[config.mk]
export PLATFORM = sky130hd
export DESIGN_NAME = pipelined_barrel_shifter
export DESIGN_NICKNAME = d
export VERILOG_FILES = /design/src/rtl/pipelined_barrel_shifter.sv
export SDC_FILE = /design/constraint.sdc
export NUM_CORES = 1
export LEC_CHECK = 0
export ABC_AREA = 0
export BUFFER_PORTS_ARGS = -buffer_cell sky130_fd_sc_hd__clkbuf_2
export CORE_MARGIN = 8
export CORE_UTILIZATION = 60
export CTS_BUF_LIST = sky130_fd_sc_hd__clkbuf_8
export CTS_CLUSTER_SIZE = 20
export DETAILED_ROUTE_END_ITERATION = 8
export PLACE_DENSITY = 0.85
export SYNTH_ARGS = -nofsm -noshare
export SYNTH_HDL_FRONTEND = slang
export SYNTH_SLANG_ARGS = --single-unit
[constraint.sdc]
create_clock -name clk -period 15.62 [get_ports clk]
set_input_delay 3.124 -clock clk [delete_from_list [all_inputs] [get_ports clk]]
set_output_delay 3.124 -clock clk [all_outputs]
set_load 0.005 [all_outputs]
[src/rtl/pipelined_barrel_shifter.sv]
// Pipelined LSL/LSR/ASR/ROR barrel shifter with ARM-style carry-out and zero flag.
// One mux level per shift-amount bit, a register bank every LEVELS_PER_STAGE levels, and an elastic valid/ready pipeline.
module pipelined_barrel_shifter #(
    parameter int WIDTH            = 64,
    parameter int LEVELS_PER_STAGE = 2,
    localparam int SHAMT_W         = $clog2(WIDTH),
    localparam int NUM_STAGES      = (SHAMT_W + LEVELS_PER_STAGE - 1) / LEVELS_PER_STAGE
) (
    input  logic               clk,
    input  logic               reset,
    input  logic               in_valid,
    output logic               in_ready,
    input  logic [WIDTH-1:0]   in_data,
    input  logic [SHAMT_W-1:0] in_shamt,
    input  logic [1:0]         in_mode,
    input  logic               in_carry,
    output logic               out_valid,
    input  logic               out_ready,
    output logic [WIDTH-1:0]   out_data,
    output logic               out_carry,
    output logic               out_zero
);

    typedef enum logic [1:0] {
        MODE_LSL = 2'b00,
        MODE_LSR = 2'b01,
        MODE_ASR = 2'b10,
        MODE_ROR = 2'b11
    } shiftMode_t;

    logic [NUM_STAGES-1:0] stValid;
    logic [NUM_STAGES-1:0] validSrc;
    logic [NUM_STAGES-1:0] en;

    // A stage may load when it is empty or when the stage after it is moving.
    always_comb begin
        en = '0;
        en[NUM_STAGES-1] = !stValid[NUM_STAGES-1] || out_ready;
        for (int i = NUM_STAGES - 2; i >= 0; i--) begin
            en[i] = !stValid[i] || en[i+1];
        end
    end

    always_comb begin
        validSrc = stValid << 1;
        validSrc[0] = in_valid;
    end

    always_ff @(posedge clk or posedge reset) begin
        if (reset) begin
            stValid <= '0;
        end else begin
            for (int s = 0; s < NUM_STAGES; s++) begin
                if (en[s]) begin
                    stValid[s] <= validSrc[s];
                end
            end
        end
    end

    assign in_ready = en[0];

    for (genvar s = 0; s < NUM_STAGES; s++) begin : gStage
        localparam int FIRST = s * LEVELS_PER_STAGE;
        localparam int NLV   = (SHAMT_W - FIRST < LEVELS_PER_STAGE) ? (SHAMT_W - FIRST) : LEVELS_PER_STAGE;

        logic [WIDTH-1:0]       srcData;
        logic                   srcCarry;
        shiftMode_t             srcMode;
        logic [SHAMT_W-1:FIRST] srcShamt;
        logic [WIDTH-1:0]       dataReg;
        logic                   carryReg;

        if (s == 0) begin : gSrc
            assign srcData  = in_data;
            assign srcCarry = in_carry;
            assign srcMode  = shiftMode_t'(in_mode);
            assign srcShamt = in_shamt;
        end else begin : gSrc
            assign srcData  = gStage[s-1].dataReg;
            assign srcCarry = gStage[s-1].carryReg;
            assign srcMode  = gStage[s-1].gFwd.resMode;
            assign srcShamt = gStage[s-1].gFwd.resShamt;
        end

        for (genvar j = 0; j < NLV; j++) begin : gLvl
            localparam int K   = FIRST + j;
            localparam int AMT = 1 << K;

            logic [WIDTH-1:0] dIn;
            logic [WIDTH-1:0] dShift;
            logic [WIDTH-1:0] dOut;
            logic             cIn;
            logic             cShift;
            logic             cOut;

            if (j == 0) begin : gIn
                assign dIn = srcData;
                assign cIn = srcCarry;
            end else begin : gIn
                assign dIn = gLvl[j-1].dOut;
                assign cIn = gLvl[j-1].cOut;
            end

            // Carry is the last bit leaving in this level; since levels run in
            // ascending order, the highest active level leaves the final carry.
            always_comb begin
                dShift = dIn;
                cShift = cIn;
                case (srcMode)
                    MODE_LSL: begin
                        dShift = {dIn[WIDTH-AMT-1:0], {AMT{1'b0}}};
                        cShift = dIn[WIDTH-AMT];
                    end
                    MODE_LSR: begin
                        dShift = {{AMT{1'b0}}, dIn[WIDTH-1:AMT]};
                        cShift = dIn[AMT-1];
                    end
                    MODE_ASR: begin
                        dShift = {{AMT{dIn[WIDTH-1]}}, dIn[WIDTH-1:AMT]};
                        cShift = dIn[AMT-1];
                    end
                    MODE_ROR: begin
                        dShift = {dIn[AMT-1:0], dIn[WIDTH-1:AMT]};
                        cShift = dIn[AMT-1];
                    end
                    default: begin
                        dShift = dIn;
                        cShift = cIn;
                    end
                endcase
            end

            assign dOut = srcShamt[K] ? dShift : dIn;
            assign cOut = srcShamt[K] ? cShift : cIn;
        end

        always_ff @(posedge clk or posedge reset) begin
            if (reset) begin
                dataReg  <= '0;
                carryReg <= 1'b0;
            end else if (en[s]) begin
                dataReg  <= gLvl[NLV-1].dOut;
                carryReg <= gLvl[NLV-1].cOut;
            end
        end

        // Only the shift-amount bits still to be applied travel downstream.
        if (s < NUM_STAGES - 1) begin : gFwd
            shiftMode_t                 resMode;
            logic [SHAMT_W-1:FIRST+NLV] resShamt;

            always_ff @(posedge clk or posedge reset) begin
                if (reset) begin
                    resMode  <= MODE_LSL;
                    resShamt <= '0;
                end else if (en[s]) begin
                    resMode  <= srcMode;
                    resShamt <= srcShamt[SHAMT_W-1:FIRST+NLV];
                end
            end
        end else begin : gZero
            logic zeroReg;

            always_ff @(posedge clk or posedge reset) begin
                if (reset) begin
                    zeroReg <= 1'b0;
                end else if (en[s]) begin
                    zeroReg <= (gLvl[NLV-1].dOut == '0);
                end
            end
        end
    end

    assign out_valid = stValid[NUM_STAGES-1];
    assign out_data  = gStage[NUM_STAGES-1].dataReg;
    assign out_carry = gStage[NUM_STAGES-1].carryReg;
    assign out_zero  = gStage[NUM_STAGES-1].gZero.zeroReg;

endmodule

==> results of run 1 <==
[cells in the final DEF, fill, tap and decap left out, types with 36 or more instances in the layout]
master	synthesis	final
nand2_1	521	521
mux2i_1	85	85
dfrtp_1	209	204
a31oi_1	61	61
a311oi_1	36	36
nand3_1	76	76
o21ai_0	253	253
clkbuf_8	0	39
a21oi_1	169	169
clkbuf_2	0	142
nor2_1	209	206
[power groups by stage]
| stage | clock network, uW | registers (uW) | logic [uW] |
|---|---|---|---|
| after floorplan | 0 | 788 | 616 |
| after global placement | 0 | 859 | 845 |
| after detailed placement | 0 | 866 | 863 |
| after CTS | 465 | 856 | 867 |
| after global routing | 489 | 881 | 963 |
| final | 456 | 864 | 881 |
[worst paths after layout]
check / start / cells after the start / endpoint
setup / recovery: out_ready / 6 / in_ready
hold / removal: out_data[49] / 2 / out_data[49]
setup reg to reg: gStage[1].gFwd.resMode[0] / 8 / out_zero
hold reg to reg: out_data[49] / 2 / out_data[49]
max in group asynchronous: reset / 3 / gStage[0].dataReg[33]
min in group asynchronous: reset / 2 / out_data[37]
[tightest hold or removal path: cells and delay by family (launching register included)]
family | cells | cell delay (ns)
flops | 1 | 0.34
simple gates | 2 | 0.09
[per-layer routing]
layer  up-vias  global-route usage [%]  part of all wire, %
met5         -                       0                    0
met4         0                    18.3                  6.4
met3       168                    4.61                  7.7
met2       747                    48.3                   45
met1      7488                    40.5                   41
li1       7783                       -                    -
[flip-flops by register name, summed over array words and instances (netlist names)]
signal,count
gStage.carryReg,2
gStage.gFwd.resMode,4
stValid,3
gStage.dataReg,128
out_data,64
out_zero,1
gStage.gFwd.resShamt,6
out_carry,1
[layout make-up]
type	instances	area, um2	area share (%)
Tap cell	335	419	2.48
Clock buffer	39	537	3.18
Inverter	12	52.6	0.312
Clock inverter	23	118	0.697
Multi-Input combinational cell	1761	9620	57.0
Sequential cell	209	5240	31.1
Timing Repair Buffer	164	876	5.19
[logic make-up (layout without fill, tap and decap cells)]
family                 count (synthesis)  after routing  share of synthesized area (%)
AO/OA/AOI/OAI                        730            730                           29.0
XOR/XNOR                               2              2                          0.159
buffers and inverters                228            238                           5.94
flip-flops                           209            209                           33.2
multiplexers                         102            102                           6.91
AND/OR/NAND/NOR                      927            927                           24.8
[per-stage QoR]
step / area, um2 / instances / utilization [%] / power (uW) / hold WS, ns
6_report: 16900 / 2543 / 65.1 / 2200 / 0.463
5_1_grt: 16900 / 2543 / 65.1 / 2330 / 0.481
4_1_cts: 16900 / 2543 / 65.1 / 2190 / 0.468
3_5_place_dp: 16200 / 2481 / 62.6 / 1730 / 0.456
3_3_place_gp: 16200 / 2481 / 62.6 / 1700 / 0.449
2_1_floorplan: 15700 / 2198 / - / 1400 / 0.426
==> results.json, run 1 <==
{
  "outcome": "complete, no violations",
  "wirelength_mm": 49.9,
  "grt_max_degree": 136,
  "clock_path_buffers": 3,
  "p_per_area_nw_per_um2": 130,
  "grt_pass1_vias": 14800,
  "cts_sinks": 209,
  "async_reset_ff_share_pct": 100,
  "core_um2": 25900,
  "drc": 0,
  "leakage_uw": 0.00742,
  "cp-end-kind": "primary output",
  "postSynthCellCount": 2198,
  "die_y_um": 178,
  "place_congestion": 0.961,
  "p_int_uw": 1240,
  "yosysTopAreaCell": "dfrtp_1",
  "hold_class": "reg2reg",
  "vias": 16200,
  "cp_cell_sequence": "clkbuf_2 > nor2b_4 > buf_4 > and3_4 > inv_1 > clkbuf_2",
  "ios": 145,
  "yosysWarnings": 0,
  "die_w_um": 178,
  "postCtsSetupRepairBufs": 0,
  "synth-seq-cells": 209,
  "synth.top_cells.by_count": "nand2_1 (521), o21ai_0 (253), dfrtp_1 (209), nor2_1 (209), a21oi_1 (169)",
  "syn_area_um2": 15700,
  "cap_violations": 0,
  "worstPathRequired_ns": 12.50,
  "swShare_pct": 43.4,
  "path_max_fanout": 82,
  "setup_viol": 0,
  "cts_hold_buf": 0,
  "synth_area_leaders": "dfrtp_1 (33%), nand2_1 (12%), o21ai_0 (8.0%)",
  "synth_top_area_share_pct": 33.2,
  "path_buf_inv": 4,
  "crit_family": "buffers and inverters",
  "dieArea_um2": 31700,
  "p_comb_share_pct": 40.0,
  "power_frac_clock_pct": 20.7,
  "rsz0062_at_grt": "no",
  "synth_nets": 2275,
  "skew_ns": 0.0242,
  "timing.critical_path.from_type": "input pin",
  "clkTransAtPathRegs_ns": 0.06,
  "report.final.slew_viol_count": 0,
  "cts_buffers": 34,
  "hold_violations": 0,
  "dr.first_iter.drc_count": 1836,
  "grt_pass1_wl_mm": 79.5,
  "rrSetupSlack_ns": 11.01,
  "p_seq_share_pct": 39.2,
  "clock_latency_ns": 0.54,
  "synth_most_common_cell": "nand2_1",
  "synth-edff-count": 0,
  "antenna_found_initial": 0,
  "ir_drop_mv": 0.0905,
  "fin_setup_tns_ns": 0,
  "area_delta_synth_final_pct": 7.13,
  "clock.fmax_mhz": 121,
  "path_class": "in2out",
  "rows": 59,
  "crit_path_top_delay_cell": "and3_4",
  "dr.pass1.iters": 7,
  "diodes": 0,
  "dp_slack_ns": 7.37,
  "h-tree-depth": 2,
  "path_common_cell": "clkbuf_2",
  "grt.overflow.total": 0,
  "period_minus_slack_ns": 8.28,
  "dp.final_hpwl_mm": 35.9,
  "ys.flop_type": "dfrtp_1",
  "clockRootBuffer": "clkbuf_8",
  "grt_usage_pct": 31.0,
  "antenna_left": 0,
  "vias_per_cell": 6.36,
  "synth.avg_cell_area_um2": 7.16,
  "io_buffers": 144,
  "worst_pin_slew_ns": 1.08,
  "start_util_pct": 60.8,
  "max_stage_delay_ns": 0.74,
  "fin_nets": 2259,
  "yosysUniqueCellTypes": 70,
  "post_cts_resized": 0,
  "drive_gt1_share_pct": 12.0,
  "fillers": 2288,
  "cts_tree": "built",
  "period_share_pct": 53.0,
  "crit_arrival_ns": 5.15,
  "max_slew_margin_pct": 27.6,
  "fin_ws_ns": 7.34,
  "ys_seq_area_share_pct": 33.2,
  "switchingPower_uw": 956,
  "routedWlPerCell_um": 19.6
}
Power figures use the tool's default switching activity.
==> run 2, diff against run 1 <==
--- a/config.mk
+++ b/config.mk
@@ -5,14 +5,14 @@
 export SDC_FILE = /design/constraint.sdc
 export NUM_CORES = 1
 export LEC_CHECK = 0
-export ABC_AREA = 0
+export ABC_AREA = 1
 export BUFFER_PORTS_ARGS = -buffer_cell sky130_fd_sc_hd__clkbuf_2
 export CORE_MARGIN = 8
 export CORE_UTILIZATION = 60
 export CTS_BUF_LIST = sky130_fd_sc_hd__clkbuf_8
 export CTS_CLUSTER_SIZE = 20
 export DETAILED_ROUTE_END_ITERATION = 8
-export PLACE_DENSITY = 0.85
+export PLACE_DENSITY = 0.86
 export SYNTH_ARGS = -nofsm -noshare
 export SYNTH_HDL_FRONTEND = slang
 export SYNTH_SLANG_ARGS = --single-unit
==> constraint.sdc (replaced) <==
create_clock -name clk -period 8.67 [get_ports clk]
set_input_delay 1.734 -clock clk [delete_from_list [all_inputs] [get_ports clk]]
set_output_delay 1.734 -clock clk [all_outputs]
set_load 0.005 [all_outputs]
==> results.json, run 2 <==
{
  "dr.first_iter.drc_count": 1663,
  "layout_common_cells": "nand2_1 (624), o21ai_0 (348), dfrtp_1 (207)",
  "crit_family": "buffers and inverters",
  "min_path_cells": 2,
  "syn_area_um2": 14500,
  "grt_pass1_vias": 13700,
  "largest_reg_flops": 128,
  "fillers": 2257,
  "met2RoutedLength_mm": 20.5,
  "cts_buffers": 35,
  "ios": 145,
  "area_delta_synth_final_pct": 8.00,
  "grt_usage_pct": 30.8,
  "path_buf_inv": 7,
  "cts_tree": "built",
  "path_max_fanout": 69,
  "vias_per_cell": 6.16,
  "place_congestion": 0.979,
  "grt_max_degree": 135,
  "dp_slack_ns": 3.28,
  "synth-seq-cells": 209,
  "period_minus_slack_ns": 5.37,
  "grt.overflow.total": 0,
  "fin_nets": 2258,
  "synth_mux_area_share_pct": 0,
  "rows": 57,
  "p_per_area_nw_per_um2": 246,
  "hold_violations": 0,
  "switchingPower_uw": 1640,
  "clkTransAtPathRegs_ns": 0.06,
  "synth.top_cells.by_count": "nand2_1 (624), o21ai_0 (348), dfrtp_1 (209)",
  "synth_top_family_by_area": "compound AO/OA/AOI/OAI gates",
  "drive_gt1_share_pct": 11.4,
  "cts_sinks": 209,
  "antenna_found_initial": 0,
  "m1WireLength_mm": 19.9,
  "synth_compound_area_share_pct": 28.4,
  "r2r_cells": 8,
  "diodes": 0,
  "setup_viol": 0,
  "clock_path_buffers": 3,
  "synth_fa_ha_area_share_pct": 0,
  "skew_ns": 0.0145,
  "path_class": "in2out",
  "synth_top_area_share_pct": 36.0,
  "report.final.slew_viol_count": 0,
  "antenna_left": 0,
  "synth-edff-count": 0,
  "synth_nets": 2237,
  "wirelength_mm": 46.2,
  "die_w_um": 172,
  "met3_wirelength_mm": 3.56,
  "post-route-util_pct": 65.3,
  "yosysTopAreaCell": "dfrtp_1",
  "routedWlPerCell_um": 18.3,
  "cts_hold_buf": 0,
  "grt_pass1_wl_mm": 73.3,
  "post_cts_resized": 0,
  "period_share_pct": 61.9,
  "h-tree-depth": 2,
  "critical_path_cell_count": 10,
  "timing.critical_path.from_type": "input pin",
  "p_int_uw": 2220,
  "layout_commonest_cell": "nand2_1",
  "regMostFlops": "gStage.dataReg",
  "postCtsSetupRepairBufs": 0,
  "drc": 0,
  "yosysWarnings": 0,
  "crit_path_top_delay_cell": "buf_4",
  "synth.avg_cell_area_um2": 6.72,
  "cp-end-kind": "primary output",
  "async_reset_ff_share_pct": 100,
  "ys_seq_area_share_pct": 36.0,
  "fin_ws_ns": 3.30,
  "vias": 15500,
  "ys.flop_type": "dfrtp_1",
  "cap_violations": 0,
  "leakage_uw": 0.00724,
  "fin_setup_tns_ns": 0,
  "synth-simple-area-share_pct": 27.2,
  "core_um2": 24000,
  "cp_cell_sequence": "clkbuf_2 > nor2_4 > buf_4 > inv_2 > nor2_2 > buf_4 > inv_2 > nor2_4 > inv_2 > clkbuf_2",
  "clock.fmax_mhz": 186,
  "outcome": "complete, no violations",
  "place_area_um2": 15000,
  "clockRootBuffer": "clkbuf_8",
  "p_seq_share_pct": 37.9,
  "io_buffers": 144,
  "dr.pass1.iters": 6,
  "top_layer": "met4",
  "yosysUniqueCellTypes": 35,
  "die_y_um": 172,
  "start_util_pct": 60.4,
  "worstPathRequired_ns": 6.94,
  "hold_class": "reg2reg",
  "synth_area_leaders": "dfrtp_1 (36%), nand2_1 (16%), o21ai_0 (12%)",
  "postSynthCellCount": 2160,
  "rsz0062_at_grt": "no",
  "worst_pin_slew_ns": 1.07,
  "ir_drop_mv": 0.121,
  "dieArea_um2": 29400,
  "path_common_cell": "inv_2",
  "dp.final_hpwl_mm": 33.5,
  "clock_latency_ns": 0.53,
  "max_stage_delay_ns": 0.49,
  "design_area_um2": 15700,
  "synth_most_common_cell": "nand2_1",
  "max_slew_margin_pct": 28.8,
  "swShare_pct": 42.4,
  "power_frac_clock_pct": 22.6,
  "synthXorXnorAreaFrac_pct": 0,
  "crit_arrival_ns": 3.64,
  "p_comb_share_pct": 39.5
}
==> run 2: cell types whose count changed after synthesis, moves of 36 or more <==
cell	previous run	this run
o22ai_1	2	109
o22a_1	9	60
nor2_1	209	122
mux2i_1	85	0
inv_1	12	83
o21ai_0	253	348
clkbuf_1	156	100
nand3_1	76	189
nand2_1	521	624
a21oi_1	169	68
a311oi_1	36	0
==> run 2: worst paths after layout <==
| kind | start | to | slack [ns] |
|---|---|---|---|
| min reg2reg | out_data[36] | out_data[36] | 0.48 |
| max reg2reg | gStage[0].gFwd.resShamt[2] | gStage[1].dataReg[46] | 5.24 |
| min in group asynchronous | reset | gStage[0].gFwd.resShamt[4] | 1.41 |
| min | out_data[36] | out_data[36] | 0.48 |
| max | out_ready | in_ready | 3.30 |
| max in group asynchronous | reset | out_data[53] | 5.74 |
==> run 2: final cells by class <==
type	instances	area, um2	share of cell area [%]
multi-input combinational	1671	8080	51.5
sequential	209	5230	33.4
timing repair buffer	165	898	5.73
clock buffer	44	606	3.86
tap	324	405	2.58
inverter	99	382	2.43
clock inverter	11	77.6	0.495
==> run 2: per-layer routing <==
metal	global-route usage [%]	up-vias
met3	3.86	121
met4	14.9	0
met5	0	-
met2	47.9	801
li1	-	7496
met1	42.0	7122
==> run 2: cells by family after synthesis <==
logic type | after synthesis
flip-flops | 209
AND/OR/NAND/NOR | 960
AO/OA/AOI/OAI | 711
buffers and inverters | 280
==> run 2: worst min-delay path: stages, from the launching register on <==
cell	delay [ns]
dfrtp_1	0.34
nand2_1	0.05
o21ai_0	0.06
==> run 2: power by group through the flow <==
stage | Combinational (uW) | Sequential, uW | Clock [uW]
floorplan | 1060 | 1390 | 0
global placement | 1470 | 1460 | 0
detailed placement | 1500 | 1470 | 0
CTS | 1500 | 1450 | 887
global route | 1700 | 1490 | 932
finish | 1520 | 1460 | 874
==> run 2: through the flow <==
stage               hold WS [ns]  power, uW  std cells
CTS                        0.489       3840       2522
detailed placement         0.474       2960       2467
global route               0.503       4120       2523
finish                     0.480       3860       2523
global placement           0.465       2920       2467
floorplan                  0.433       2450       2160
